==> config.mk <==
export PLATFORM = sky130hd
export DESIGN_NAME = dff_pipeline_flat
export DESIGN_NICKNAME = d
export VERILOG_FILES = /design/src/rtl/dff_pkg.sv /design/src/rtl/dff_pipeline_if.sv /design/src/rtl/dff_pipe_stage.sv /design/src/rtl/dff_pipeline.sv /design/src/flat_wrapper.sv
export SDC_FILE = /design/constraint.sdc
export NUM_CORES = 1
export LEC_CHECK = 0
export BUFFER_PORTS_ARGS = -buffer_cell sky130_fd_sc_hd__buf_4
export CAP_MARGIN = 20
export CORE_AREA = 2 2 69 85
export DETAILED_ROUTE_END_ITERATION = 6
export DIE_AREA = 0 0 71 87
export SYNTH_ARGS = -nofsm -noshare
export SYNTH_HDL_FRONTEND = slang
export SYNTH_SLANG_ARGS = --single-unit
==> constraint.sdc <==
create_clock -name clk -period 3.76 [get_ports clk]
set_input_delay 0.188 -clock clk [delete_from_list [all_inputs] [get_ports clk]]
set_output_delay 0.188 -clock clk [all_outputs]
set_load 0.01 [all_outputs]
==> src/rtl/dff_pkg.sv <==
// ---------------------------------------------------------------------------
// dff_pkg
// Shared constants and helpers for the dff_pipeline block.
//   DFF_DEF_WIDTH   : default data bits per stage
//   DFF_DEF_DEPTH   : default number of register stages
//   dff_count_width : bit width of the occupancy counter for a given depth
// ---------------------------------------------------------------------------
package dff_pkg;

    localparam int DFF_DEF_WIDTH = 8;
    localparam int DFF_DEF_DEPTH = 4;

    // The counter must represent 0..DEPTH inclusive, so it needs
    // $clog2(DEPTH+1) bits; never let it collapse to a zero-width vector.
    function automatic int dff_count_width(input int depth);
        int w;
        w = $clog2(depth + 1);
        return (w < 1) ? 1 : w;
    endfunction

endpackage

==> src/rtl/dff_pipeline_if.sv <==
// ---------------------------------------------------------------------------
// dff_pipeline_if
// Handshake bundle between a producer/consumer and the dff_pipeline.
//   in_valid / in_ready / in_data    : producer side
//   out_valid / out_ready / out_data : consumer side
//   flush                            : synchronous clear request
//   count                            : number of occupied stages
// Modports:
//   slave  : the pipeline itself
//   master : the environment driving it
// ---------------------------------------------------------------------------
interface dff_pipeline_if
    import dff_pkg::*;
#(
    parameter int WIDTH = DFF_DEF_WIDTH,
    parameter int DEPTH = DFF_DEF_DEPTH
) ();

    localparam int CW = dff_count_width(DEPTH);

    logic             in_valid;
    logic             in_ready;
    logic [WIDTH-1:0] in_data;
    logic             out_valid;
    logic             out_ready;
    logic [WIDTH-1:0] out_data;
    logic             flush;
    logic [CW-1:0]    count;

    modport slave (
        input  in_valid, in_data, out_ready, flush,
        output in_ready, out_valid, out_data, count
    );

    modport master (
        output in_valid, in_data, out_ready, flush,
        input  in_ready, out_valid, out_data, count
    );

endinterface

==> src/rtl/dff_pipe_stage.sv <==
// ---------------------------------------------------------------------------
// dff_pipe_stage
// One register stage of the pipeline: WIDTH data bits plus a valid bit.
//   clk, reset_n : clock, asynchronous active-low reset
//   load         : stage takes src_valid/src_data this edge
//   flush        : clear the valid bit this edge (overrides load)
//   src_valid    : upstream valid
//   src_data     : upstream data
//   valid, data  : registered stage contents
// ---------------------------------------------------------------------------
module dff_pipe_stage #(
    parameter int               WIDTH     = 8,
    parameter logic [WIDTH-1:0] RESET_VAL = '0
) (
    input  logic             clk,
    input  logic             reset_n,
    input  logic             load,
    input  logic             flush,
    input  logic             src_valid,
    input  logic [WIDTH-1:0] src_data,
    output logic             valid,
    output logic [WIDTH-1:0] data
);

    logic             valid_d, valid_q;
    logic [WIDTH-1:0] data_d,  data_q;

    // Loading an empty source produces a bubble: the valid bit drops but
    // the data register keeps its old contents, saving a data toggle.
    // flush only touches the valid bit; data is left as-is.
    always_comb begin
        valid_d = valid_q;
        data_d  = data_q;
        if (flush) begin
            valid_d = 1'b0;
        end else if (load) begin
            valid_d = src_valid;
            if (src_valid) begin
                data_d = src_data;
            end
        end
    end

    always_ff @(posedge clk or negedge reset_n) begin
        if (!reset_n) begin
            valid_q <= 1'b0;
            data_q  <= RESET_VAL;
        end else begin
            valid_q <= valid_d;
            data_q  <= data_d;
        end
    end

    assign valid = valid_q;
    assign data  = data_q;

endmodule

==> src/rtl/dff_pipeline.sv <==
// ---------------------------------------------------------------------------
// dff_pipeline
// DEPTH-stage registered delay line with valid/ready flow control, bubble
// collapsing, synchronous flush and a registered occupancy count.
//   clk      : rising-edge clock
//   reset_n  : asynchronous active-low reset
//   bus      : dff_pipeline_if.slave (in_*, out_*, flush, count)
// Stage 0 faces the producer, stage DEPTH-1 drives out_valid/out_data.
// ---------------------------------------------------------------------------
module dff_pipeline
    import dff_pkg::*;
#(
    parameter int               WIDTH     = DFF_DEF_WIDTH,
    parameter int               DEPTH     = DFF_DEF_DEPTH,
    parameter logic [WIDTH-1:0] RESET_VAL = '0
) (
    input  logic          clk,
    input  logic          reset_n,
    dff_pipeline_if.slave bus
);

    localparam int CW = dff_count_width(DEPTH);

    logic [DEPTH-1:0] stage_valid;
    logic [WIDTH-1:0] stage_data [DEPTH];
    logic [DEPTH-1:0] src_valid;
    logic [WIDTH-1:0] src_data   [DEPTH];
    logic [DEPTH-1:0] ready;

    logic          in_hs;
    logic          out_hs;
    logic [CW-1:0] count_d, count_q;

    // Each stage is fed by its upstream neighbour; stage 0 by the producer.
    always_comb begin
        src_valid[0] = bus.in_valid;
        src_data[0]  = bus.in_data;
        for (int k = 1; k < DEPTH; k++) begin
            src_valid[k] = stage_valid[k-1];
            src_data[k]  = stage_data[k-1];
        end
    end

    // Ready ripples from the consumer back to the producer: a stage can
    // load if it is empty or if its contents move on this edge. Any empty
    // stage therefore makes every stage upstream of it ready, which is what
    // lets bubbles collapse while the output is stalled.
    always_comb begin
        logic r;
        r     = bus.out_ready;
        ready = '0;
        for (int k = DEPTH - 1; k >= 0; k--) begin
            r        = !stage_valid[k] || r;
            ready[k] = r;
        end
    end

    for (genvar k = 0; k < DEPTH; k++) begin : g_stage
        dff_pipe_stage #(
            .WIDTH     (WIDTH),
            .RESET_VAL (RESET_VAL)
        ) u_stage (
            .clk       (clk),
            .reset_n   (reset_n),
            .load      (ready[k]),
            .flush     (bus.flush),
            .src_valid (src_valid[k]),
            .src_data  (src_data[k]),
            .valid     (stage_valid[k]),
            .data      (stage_data[k])
        );
    end

    assign in_hs  = bus.in_valid && bus.in_ready;
    assign out_hs = bus.out_valid && bus.out_ready;

    // An output handshake during flush still counts as consumed, but the
    // flush empties everything, so the counter simply returns to zero.
    always_comb begin
        count_d = count_q;
        if (bus.flush) begin
            count_d = '0;
        end else begin
            count_d = count_q + CW'(in_hs) - CW'(out_hs);
        end
    end

    always_ff @(posedge clk or negedge reset_n) begin
        if (!reset_n) begin
            count_q <= '0;
        end else begin
            count_q <= count_d;
        end
    end

    assign bus.in_ready  = ready[0] && !bus.flush;
    assign bus.out_valid = stage_valid[DEPTH-1];
    assign bus.out_data  = stage_data[DEPTH-1];
    assign bus.count     = count_q;

endmodule

==> src/flat_wrapper.sv <==
// flat-port wrapper written by rule: the top's interface ports become plain ports
module dff_pipeline_flat import dff_pkg::*;
#(
    parameter int               WIDTH     = DFF_DEF_WIDTH,
    parameter int               DEPTH     = DFF_DEF_DEPTH,
    parameter logic [WIDTH-1:0] RESET_VAL = '0
)
  (clk, reset_n, bus_in_valid, bus_in_data, bus_out_ready, bus_flush, bus_in_ready, bus_out_valid, bus_out_data, bus_count);
  dff_pipeline_if #(.WIDTH(WIDTH), .DEPTH(DEPTH)) bus_i ();
  input  logic clk;
  input  logic reset_n;
  input wire logic [$bits(bus_i.in_valid)-1:0] bus_in_valid;
  input wire logic [$bits(bus_i.in_data)-1:0] bus_in_data;
  input wire logic [$bits(bus_i.out_ready)-1:0] bus_out_ready;
  input wire logic [$bits(bus_i.flush)-1:0] bus_flush;
  output wire logic [$bits(bus_i.in_ready)-1:0] bus_in_ready;
  output wire logic [$bits(bus_i.out_valid)-1:0] bus_out_valid;
  output wire logic [$bits(bus_i.out_data)-1:0] bus_out_data;
  output wire logic [$bits(bus_i.count)-1:0] bus_count;
  assign bus_i.in_valid = bus_in_valid;
  assign bus_i.in_data = bus_in_data;
  assign bus_i.out_ready = bus_out_ready;
  assign bus_i.flush = bus_flush;
  assign bus_in_ready = bus_i.in_ready;
  assign bus_out_valid = bus_i.out_valid;
  assign bus_out_data = bus_i.out_data;
  assign bus_count = bus_i.count;
  dff_pipeline #(.WIDTH(WIDTH), .DEPTH(DEPTH), .RESET_VAL(RESET_VAL)) u_core (.clk(clk), .reset_n(reset_n), .bus(bus_i));
endmodule
### Word level (Yosys, flattened, before mapping)

Index checks and enable logic that the tools add are counted.

| storage, ports and cells | value |
|---|---|
| register bits after elaboration | 39 |
| output and inout port bits | 13 |
| bits of input ports | 13 |
| logic and storage cells | 41 |

| cells by class | value |
|---|---|
| add/sub/neg operators | 2 |
| bitwise logic cells | 1 |
| mux-type cells | 9 |
| reduce and logical (&&, ||, !) cells | 20 |

Operator list:

| cell | number |
|---|---|
| 3-bit AND reduction | 4 |
| 1-bit 2-to-1 mux | 8 |
| 2-bit nonzero test | 4 |
| 1-bit zero test | 5 |
| 1-bit logical OR | 4 |
| 3-bit by 1-bit adder with 3-bit output | 1 |
| 1-bit logical AND | 3 |
| 3-bit 2-to-1 mux | 1 |
| 3-bit by 1-bit subtractor with 3-bit output | 1 |
| 1-bit inverter | 1 |

### Logic depth before layout (Yosys ltp)

Gate-level depths: netlist of the first run.

| logic depth | value |
|---|---|
| depth after elaboration | 10 |
| depth in mapped cells | 10 |
| gate-level depth less buffers | 8 |

### Cells and area by module

From an unflattened synthesis of the first run, not the netlist that was laid out.

| second synthesis, totals | value |
|---|---|
| cells, all modules | 101 |
| area total of the unflattened synthesis | 1,616.6 um^2 |

Modules (own cells, without submodules):

| module | area each (um^2) | times used | seq. area each (um^2) | cells each |
|---|---|---|---|---|
| dff_pipe_stage | 349.1 | 4 | 225.2 | 20 |
| dff_pipeline | 220.2 | 1 | 75.1 | 21 |

### Worst setup path before layout of the first run

No wires, ideal clock.

| path | value |
|---|---|
| path type | register -> register |
| start | reg u_core.g_stage[3].u_stage.valid_q |
| end | reg u_core.count_q[2], in the netlist u_core.bus.count[2] |
| arrival time | 1.688 ns |
| period minus slack after synthesis | 1.807 ns |
| path buffers | 1 |
| slack | 1.953 ns |
| setup time | 0.119 ns |
| cell stages (with the launch flop) | 10 |
| required time | 3.641 ns |
| cells stage by stage | dfrtp_1 -> and4b_4 -> a21o_1 -> buf_6 -> inv_1 -> ha_1 -> inv_1 -> fa_1 -> xnor2_1 -> nor2_1 |

| between the ends | value |
|---|---|
| cells in the longest elaborated chain, start to end | 10 |
| elaborated cells on any way between the ends | 11 |
| those cells by class | 2 x add/sub; 1 x mux; 8 x reduce/logical |

Ends and longest elaborated chain:

| element | RTL line | source |
|---|---|---|
| from (decl) | dff_pipe_stage.sv:25 | `logic valid_d, valid_q;` |
| from (signal assigned) | dff_pipe_stage.sv:49 | `valid_q <= valid_d;` |
| 1-bit zero test | dff_pipeline.sv:53 | `r = !stage_valid[k] \|\| r;` |
| 1-bit logical OR (4 in series) | dff_pipeline.sv:53 |  |
| 1-bit logical AND | dff_pipeline.sv:96 | `assign bus.in_ready = ready[0] && !bus.flush;` |
| 1-bit logical AND | dff_pipeline.sv:74 | `assign in_hs = bus.in_valid && bus.in_ready;` |
| 3-bit by 1-bit adder with 3-bit output | dff_pipeline.sv:84 | `count_d = count_q + CW'(in_hs) - CW'(out_hs);` |
| 3-bit by 1-bit subtractor with 3-bit output * | dff_pipeline.sv:84 |  |
| 3-bit 2-to-1 mux * | dff_pipeline.sv:81 | `if (bus.flush) begin` |
| named net u_core.count_d[2] | dff_pipeline.sv:32 | `logic [CW-1:0] count_d, count_q;` |
| to (signal assigned) | dff_pipeline.sv:92 | `count_q <= count_d;` |
| to (decl) | dff_pipeline.sv:32 |  |

The timed path passes the listed nets; every way through them passes the cells marked *.
A chain may end at the register's enable or synchronous reset.

### Worst setup path in the final report of the first run

| path | value |
|---|---|
| start | reg u_core.g_stage[2].u_stage.valid_q |
| end | reg u_core.count_q[1], in the netlist u_core.bus.count[1] |

| between the ends | value |
|---|---|
| cells in the longest elaborated chain, start to end | 9 |

Ends and longest elaborated chain:

| element | RTL line |
|---|---|
| from (decl) | dff_pipe_stage.sv:25 |
| from (signal assigned) | dff_pipe_stage.sv:49 |
| 1-bit zero test | dff_pipeline.sv:53 |
| 1-bit logical OR (3 in series) | dff_pipeline.sv:53 |
| 1-bit logical AND | dff_pipeline.sv:96 |
| 1-bit logical AND | dff_pipeline.sv:74 |
| 3-bit by 1-bit adder with 3-bit output | dff_pipeline.sv:84 |
| 3-bit by 1-bit subtractor with 3-bit output | dff_pipeline.sv:84 |
| 3-bit 2-to-1 mux | dff_pipeline.sv:81 |
| named net u_core.count_d[1] | dff_pipeline.sv:32 |

The timed path passes the listed nets, and every way through them passes these cells.

==> impl_metrics.ini, run 1 <==
[clock_network]
clock_sinks = 39
h-tree-depth = 2
postCtsSetupBuffers = 0
clockBufferDepth = 2
cts_buffers = 5
ctsResizeCount = 0
worstSkewPairLatency_ns = 0.28
clkTransAtPathRegs_ns = 0.07
cts_tree = built
hold_buffers = 1
root_buffer = clkbuf_8

[timing]
setup-tns-final_ns = 0
hold_viol = 0
finalCritPeriodShare = 0.5372
rsz0062_at_grt = false
worst_pin_slew_ns = 0.4812
slew_viol_final = 0
setup_viol = 0
skew_ns = 0.003483
clock.fmax_ghz = 0.4951
max_slew_margin = 0.6792
fin_crit_ns = 2.020

[worst_hold_path]
min_path_type = in -> reg
min-delay-start = bus_in_data[1]

[synthesis]
synth_cell_types = 23
syn_nets = 122
synth_area_per_cell_um2 = 15.72
netlist_top_cells_area = dfrtp_1 (59%), mux2_4 (14%), mux2_2 (11%)
synth_top_area_cell = dfrtp_1
synth_top_area_frac = 0.5856
synth_area_mm2 = 0.001667
yosys_register_bits = 39
yosysSeqAreaShare = 0.5856
yosys_warnings = 0
syn_inst = 106

[die]
num_rows = 30
coreArea_mm2 = 0.005443
die_h_um = 87
io_pins = 26
start_util = 0.3062
fp.dieW_um = 71
die_area_mm2 = 0.006177

[worst_setup_path]
worstPathArrival_ns = 2.24
cp_slowest_cell = a21o_1
critPathKind = reg -> reg
path_cells = and4b_4 -> a21o_1 -> inv_1 -> ha_1 -> inv_1 -> fa_1 -> nor2_1
crit_path_end_kind = flop
r2r-start = u_core.g_stage[2].u_stage.valid
worst_path_largest_cell_delay_ns = 0.43
cp-start-kind = flop
cp_data_required_time_ns = 3.98
critPathLaunch = u_core.g_stage[2].u_stage.valid
crit_path_frequent_cell = inv_1
cp_max_fo = 9

[routing]
antenna_left = 0
wl_mm = 2.529
first_pass_iters = 3
drc = 0
wl_per_cell_um = 12.65
viasPerCell = 4.320
vias = 864
drt_iter0_drc = 21

[layout]
final_cell_mix = dfrtp_1 (39), buf_4 (25), mux2_2 (16), mux2_4 (16), nor2_1 (7)
multi_input_area_um2 = 630.6
antenna_cells = 0
drive_gt1_frac = 0.5074
nets = 151
fin_cells = 200
ff_latch_area_um2 = 975.9
final_common_cell = dfrtp_1
fin_util = 0.3653
area_delta_synth_final_pct = 19.29
final.fill_count = 513

[global_route]
grtUsageMet3 = 0.02546
met1_usage = 0.1001
grt_pass1_vias = 963
grt_max_degree = 40
grt-busiest-layer = met2
antenna_found_initial = 0
use_met2 = 0.1580
grt.total_usage = 0.09268
grt_pass1_wl_mm = 4.367
overflow = 0

[place]
io_buffers = 25
dpl.hpwl_mm = 1.915
dp.cells = 191
gp_congestion = 0.7416

[power_and_ir_drop]
powerDensity_mw_per_mm2 = 553.7
leakage_nw = 0.9827
ir_drop_mv = 0.1591

[run_status]
status = complete, no violations

[run]
cap_violations = 0
[metal layers]
layer  up-vias  share of wire
met2        19           0.53
met4         0          0.020
met1       427           0.41
li1        414              -
met3         4          0.041
met5         -              0
[cell type report]
class | count | area share
multi-input combinational | 58 | 0.3172
timing repair buffer | 26 | 0.09943
sequential | 39 | 0.4909
clock inverter | 2 | 0.006293
clock buffer | 6 | 0.03650
inverter | 5 | 0.009440
tap | 64 | 0.04028
[power breakdown]
part	switching (mW)	leakage (nW)	internal [mW]
Combinational	0.0798	0.456	0.167
Clock	0.135	0.0412	0.129
Sequential	0.0607	0.485	0.529
[flip-flops by register name, summed over array words and instances, names as in the netlist]
name / count
u_core.bus.count: 3
u_core.g_stage.u_stage.data: 32
u_core.g_stage.u_stage.valid: 4
[synth_stat cells]
cell and instances:
dfrtp_1 39, mux2_2 16, mux2_4 16, nor2_1 7
inv_1 5, buf_6 3, a21oi_1 2, ha_1 2
nand2_1 2, a211o_1 1, a21o_1 1, and2_2 1
and2b_1 1, and4b_4 1, buf_4 1, fa_1 1
nand2b_1 1, nand2b_4 1, nor2b_1 1, nor2b_4 1
nor3b_4 1, xnor2_1 1, xor2_1 1
[kinds of logic (layout without fill, tap and decap cells)]
group                    after synthesis  count (layout)  share of synthesized area
AND/OR/NAND/NOR                       17              17                    0.07283
multiplexers                          32              32                     0.2523
adder cells (fa/ha/maj)                3               3                    0.02703
flip-flops                            39              39                     0.5856
XOR/XNOR                               2               2                    0.01051
AO/OA/AOI/OAI                          4               4                    0.01577
buffers and inverters                  9              39                    0.03604
[final timing paths]
kind	cells past startpoint	endpoint	slack [ns]
max	7	u_core.bus.count[1]	1.74
max in group asynchronous	2	u_core.g_stage[3].u_stage.data[5]	3.00
min reg2reg	1	u_core.g_stage[2].u_stage.data[1]	0.50
max reg2reg	7	u_core.bus.count[1]	1.74
min	2	u_core.g_stage[0].u_stage.data[1]	0.13
min in group asynchronous	2	u_core.g_stage[2].u_stage.valid	0.43
[stage by stage]
step | power (mW) | hold WS (ns) | cell area, um^2 | setup WS [ns]
after floorplan | 0.7423 | -0.1076 | 1667 | 1.953
after global placement | 0.8323 | 0.1655 | 1893 | 1.791
after detailed placement | 0.8516 | 0.1794 | 1893 | 1.728
after CTS | 1.122 | 0.1212 | 1988 | 1.719
after global routing | 1.174 | 0.1204 | 1988 | 1.618
final | 1.101 | 0.1307 | 1988 | 1.740
[critical path: cells and delay by family, from the launching register on]
kind	cells	cell delay, ns
AOI/OAI and AO/OA	1	0.43
adders and majority gates	2	0.59
buffers and inverters	2	0.15
DFF	1	0.40
and+or+nand+nor	2	0.38
No activity file was read; power rests on OpenSTA's default activity.
==> run 2: changes to the inputs <==
==> constraint.sdc (replaced) <==
create_clock -name clk -period 2.05 [get_ports clk]
set_input_delay 0.1025 -clock clk [delete_from_list [all_inputs] [get_ports clk]]
set_output_delay 0.1025 -clock clk [all_outputs]
set_load 0.01 [all_outputs]
==> run 2 against run 1 <==
Clock skew grew 0.00079 ns. Clock-buffer cell count is the same. Total power grew 110%. Setup slack lost 1.5 ns. Worst hold slack lost 0.081 ns. Largest power group unchanged. Non-clock buffer count grew 1. Sequential power grew 83%. Register-to-register slack lost 1.5 ns. Final cell count grew 0.50%. First-iteration DRC count shrank 33%. Critical endpoint is now u_core.bus.count[2].
==> impl_metrics.ini, run 2 (synthesized netlist as in run 1, its figures left out) <==
[run_status]
status = complete, no violations

[global_route]
grt_pass1_vias = 947
grt_max_degree = 40
antenna_found_initial = 0
overflow = 0
grt_pass1_wl_mm = 4.243
grt.total_usage = 0.08933

[power_and_ir_drop]
swShare = 0.2199
p_switching_uw = 497.0
p_int_mw = 1.763
seqPwrFrac = 0.477
pwr-share-clk = 0.322
ir_drop_mv = 0.3499
powerDensity_mw_per_mm2 = 1106
comb_power_share = 0.200
leakage_nw = 1.011

[routing]
wl_mm = 2.429
antenna_left = 0
viasPerCell = 4.269
wl_per_cell_um = 12.08
vias = 858
first_pass_iters = 3
drc = 0
drt_iter0_drc = 14

[layout]
antenna_cells = 0
drive_gt1_frac = 0.5109
area_delta_synth_final_pct = 22.60
largest_reg_flops = 32
nets = 152
final_common_cell = dfrtp_1
final_cell_mix = dfrtp_1 (39), buf_4 (26), mux2_2 (16), mux2_4 (16), nor2_1 (7)

[place]
gp_congestion = 0.7326
io_buffers = 25
dpl.hpwl_mm = 1.869
dp_slack_ns = 0.2694

[timing]
layout_setup_ws_ns = 0.2677
max_slew_margin = 0.6856
fin_crit_ns = 1.782
setup_viol = 0
skew_ns = 0.004270
slew_viol_final = 0
clock.fmax_ghz = 0.5611
worst_pin_slew_ns = 0.4716
finalCritPeriodShare = 0.8694
setup-tns-final_ns = 0
hold_viol = 0
rsz0062_at_grt = false

[die]
fp.dieW_um = 71
io_pins = 26
die_h_um = 87
num_rows = 30
coreArea_mm2 = 0.005443
start_util = 0.3062
die_area_mm2 = 0.006177

[worst_setup_path]
worstPathArrival_ns = 1.96
path_delay_family = adder cells
path_cells = and2_2 -> ha_1 -> inv_1 -> ha_1 -> inv_1 -> fa_1 -> xnor2_1 -> nor2_1
cp_data_required_time_ns = 2.22
worst_path_largest_cell_delay_ns = 0.40
path_buf_inv = 2
crit_path_end_kind = flop
cp_max_fo = 4
cp_slowest_cell = dfrtp_1
cp-start-kind = flop
critPathKind = reg -> reg

[clock_network]
clkTransAtPathRegs_ns = 0.07
clockBufferDepth = 2
root_buffer = clkbuf_8
ctsResizeCount = 0
cts_buffers = 5
cts_tree = built
worstSkewPairLatency_ns = 0.28
h-tree-depth = 2
clock_sinks = 39

[worst_hold_path]
min_path_type = in -> reg

[run]
cap_violations = 0
run 2: cell types whose count changed in the layout (fill, tap and decap cells not counted):
| cell | change |
|---|---|
| buf_4 | +1 |
| bufinv_16 | +2 |
| clkinvlp_4 | -1 |
| clkinv_2 | -1 |
run 2: worst paths after layout:
check                                                    endpoint                              start  depth (start not counted)  slack, ns
worst min register to register  u_core.g_stage[2].u_stage.data[4]  u_core.g_stage[1].u_stage.data[4]                          1       0.50
worst max-delay path                          u_core.bus.count[2]    u_core.g_stage[3].u_stage.valid                          8       0.27
max in group asynchronous       u_core.g_stage[1].u_stage.data[1]                            reset_n                          2       1.39
worst max register to register                u_core.bus.count[2]    u_core.g_stage[3].u_stage.valid                          8       0.27
worst min-delay path            u_core.g_stage[0].u_stage.data[6]                     bus_in_data[6]                          2       0.05
min in group asynchronous       u_core.g_stage[3].u_stage.data[0]                            reset_n                          2       0.32
run 2: per-stage QoR:
step           hold slack, ns  instances  power (mW)    util  area (um^2)
3_5_place_dp          0.09851        192       1.560  0.3492         1901
2_1_floorplan         -0.1931        106       1.362       -         1667
6_report              0.04948        201       2.260  0.3754         2043
3_3_place_gp          0.07992        192       1.527  0.3492         1901
4_1_cts               0.03795        201       2.301  0.3754         2043
5_1_grt               0.03666        201       2.386  0.3754         2043
run 2: power by group through the flow:
stage / logic [mW] / clock network, mW / registers (mW)
floorplan: 0.267 / 0 / 1.09
global placement: 0.441 / 0 / 1.09
detailed placement: 0.461 / 0 / 1.10
CTS: 0.464 / 0.753 / 1.08
global route: 0.496 / 0.781 / 1.11
finish: 0.453 / 0.729 / 1.08
run 2: what timing repair did:
item,CTS,global route
setup buffers,0,0
hold buffers,1,0
hold endpoints to repair,39,0
run 2: area by class of cell:
class                           count  area [um^2]
Clock buffer                        6        72.57
Multi-Input combinational cell     58        630.6
Inverter                            5        18.77
Timing Repair Buffer               27        205.2
Clock inverter                      2        60.06
Fill cell                         507         3400
Tap cell                           64        80.08
Sequential cell                    39        975.9
run 2: layer usage:
metal | share of wire | track usage | vias to the layer above
met1 | 0.42 | 0.09440 | 418
met3 | 0.049 | 0.03009 | 6
met2 | 0.50 | 0.1521 | 17
met4 | 0.031 | 0.05660 | 0
met5 | 0 | 0 | -
li1 | - | - | 417
run 2: worst reg2reg max path: stages (launching register included):
cell and delay (ns):
dfrtp_1 0.40, and2_2 0.18, ha_1 0.26, inv_1 0.06
ha_1 0.14, inv_1 0.05, fa_1 0.38, xnor2_1 0.17
nor2_1 0.05
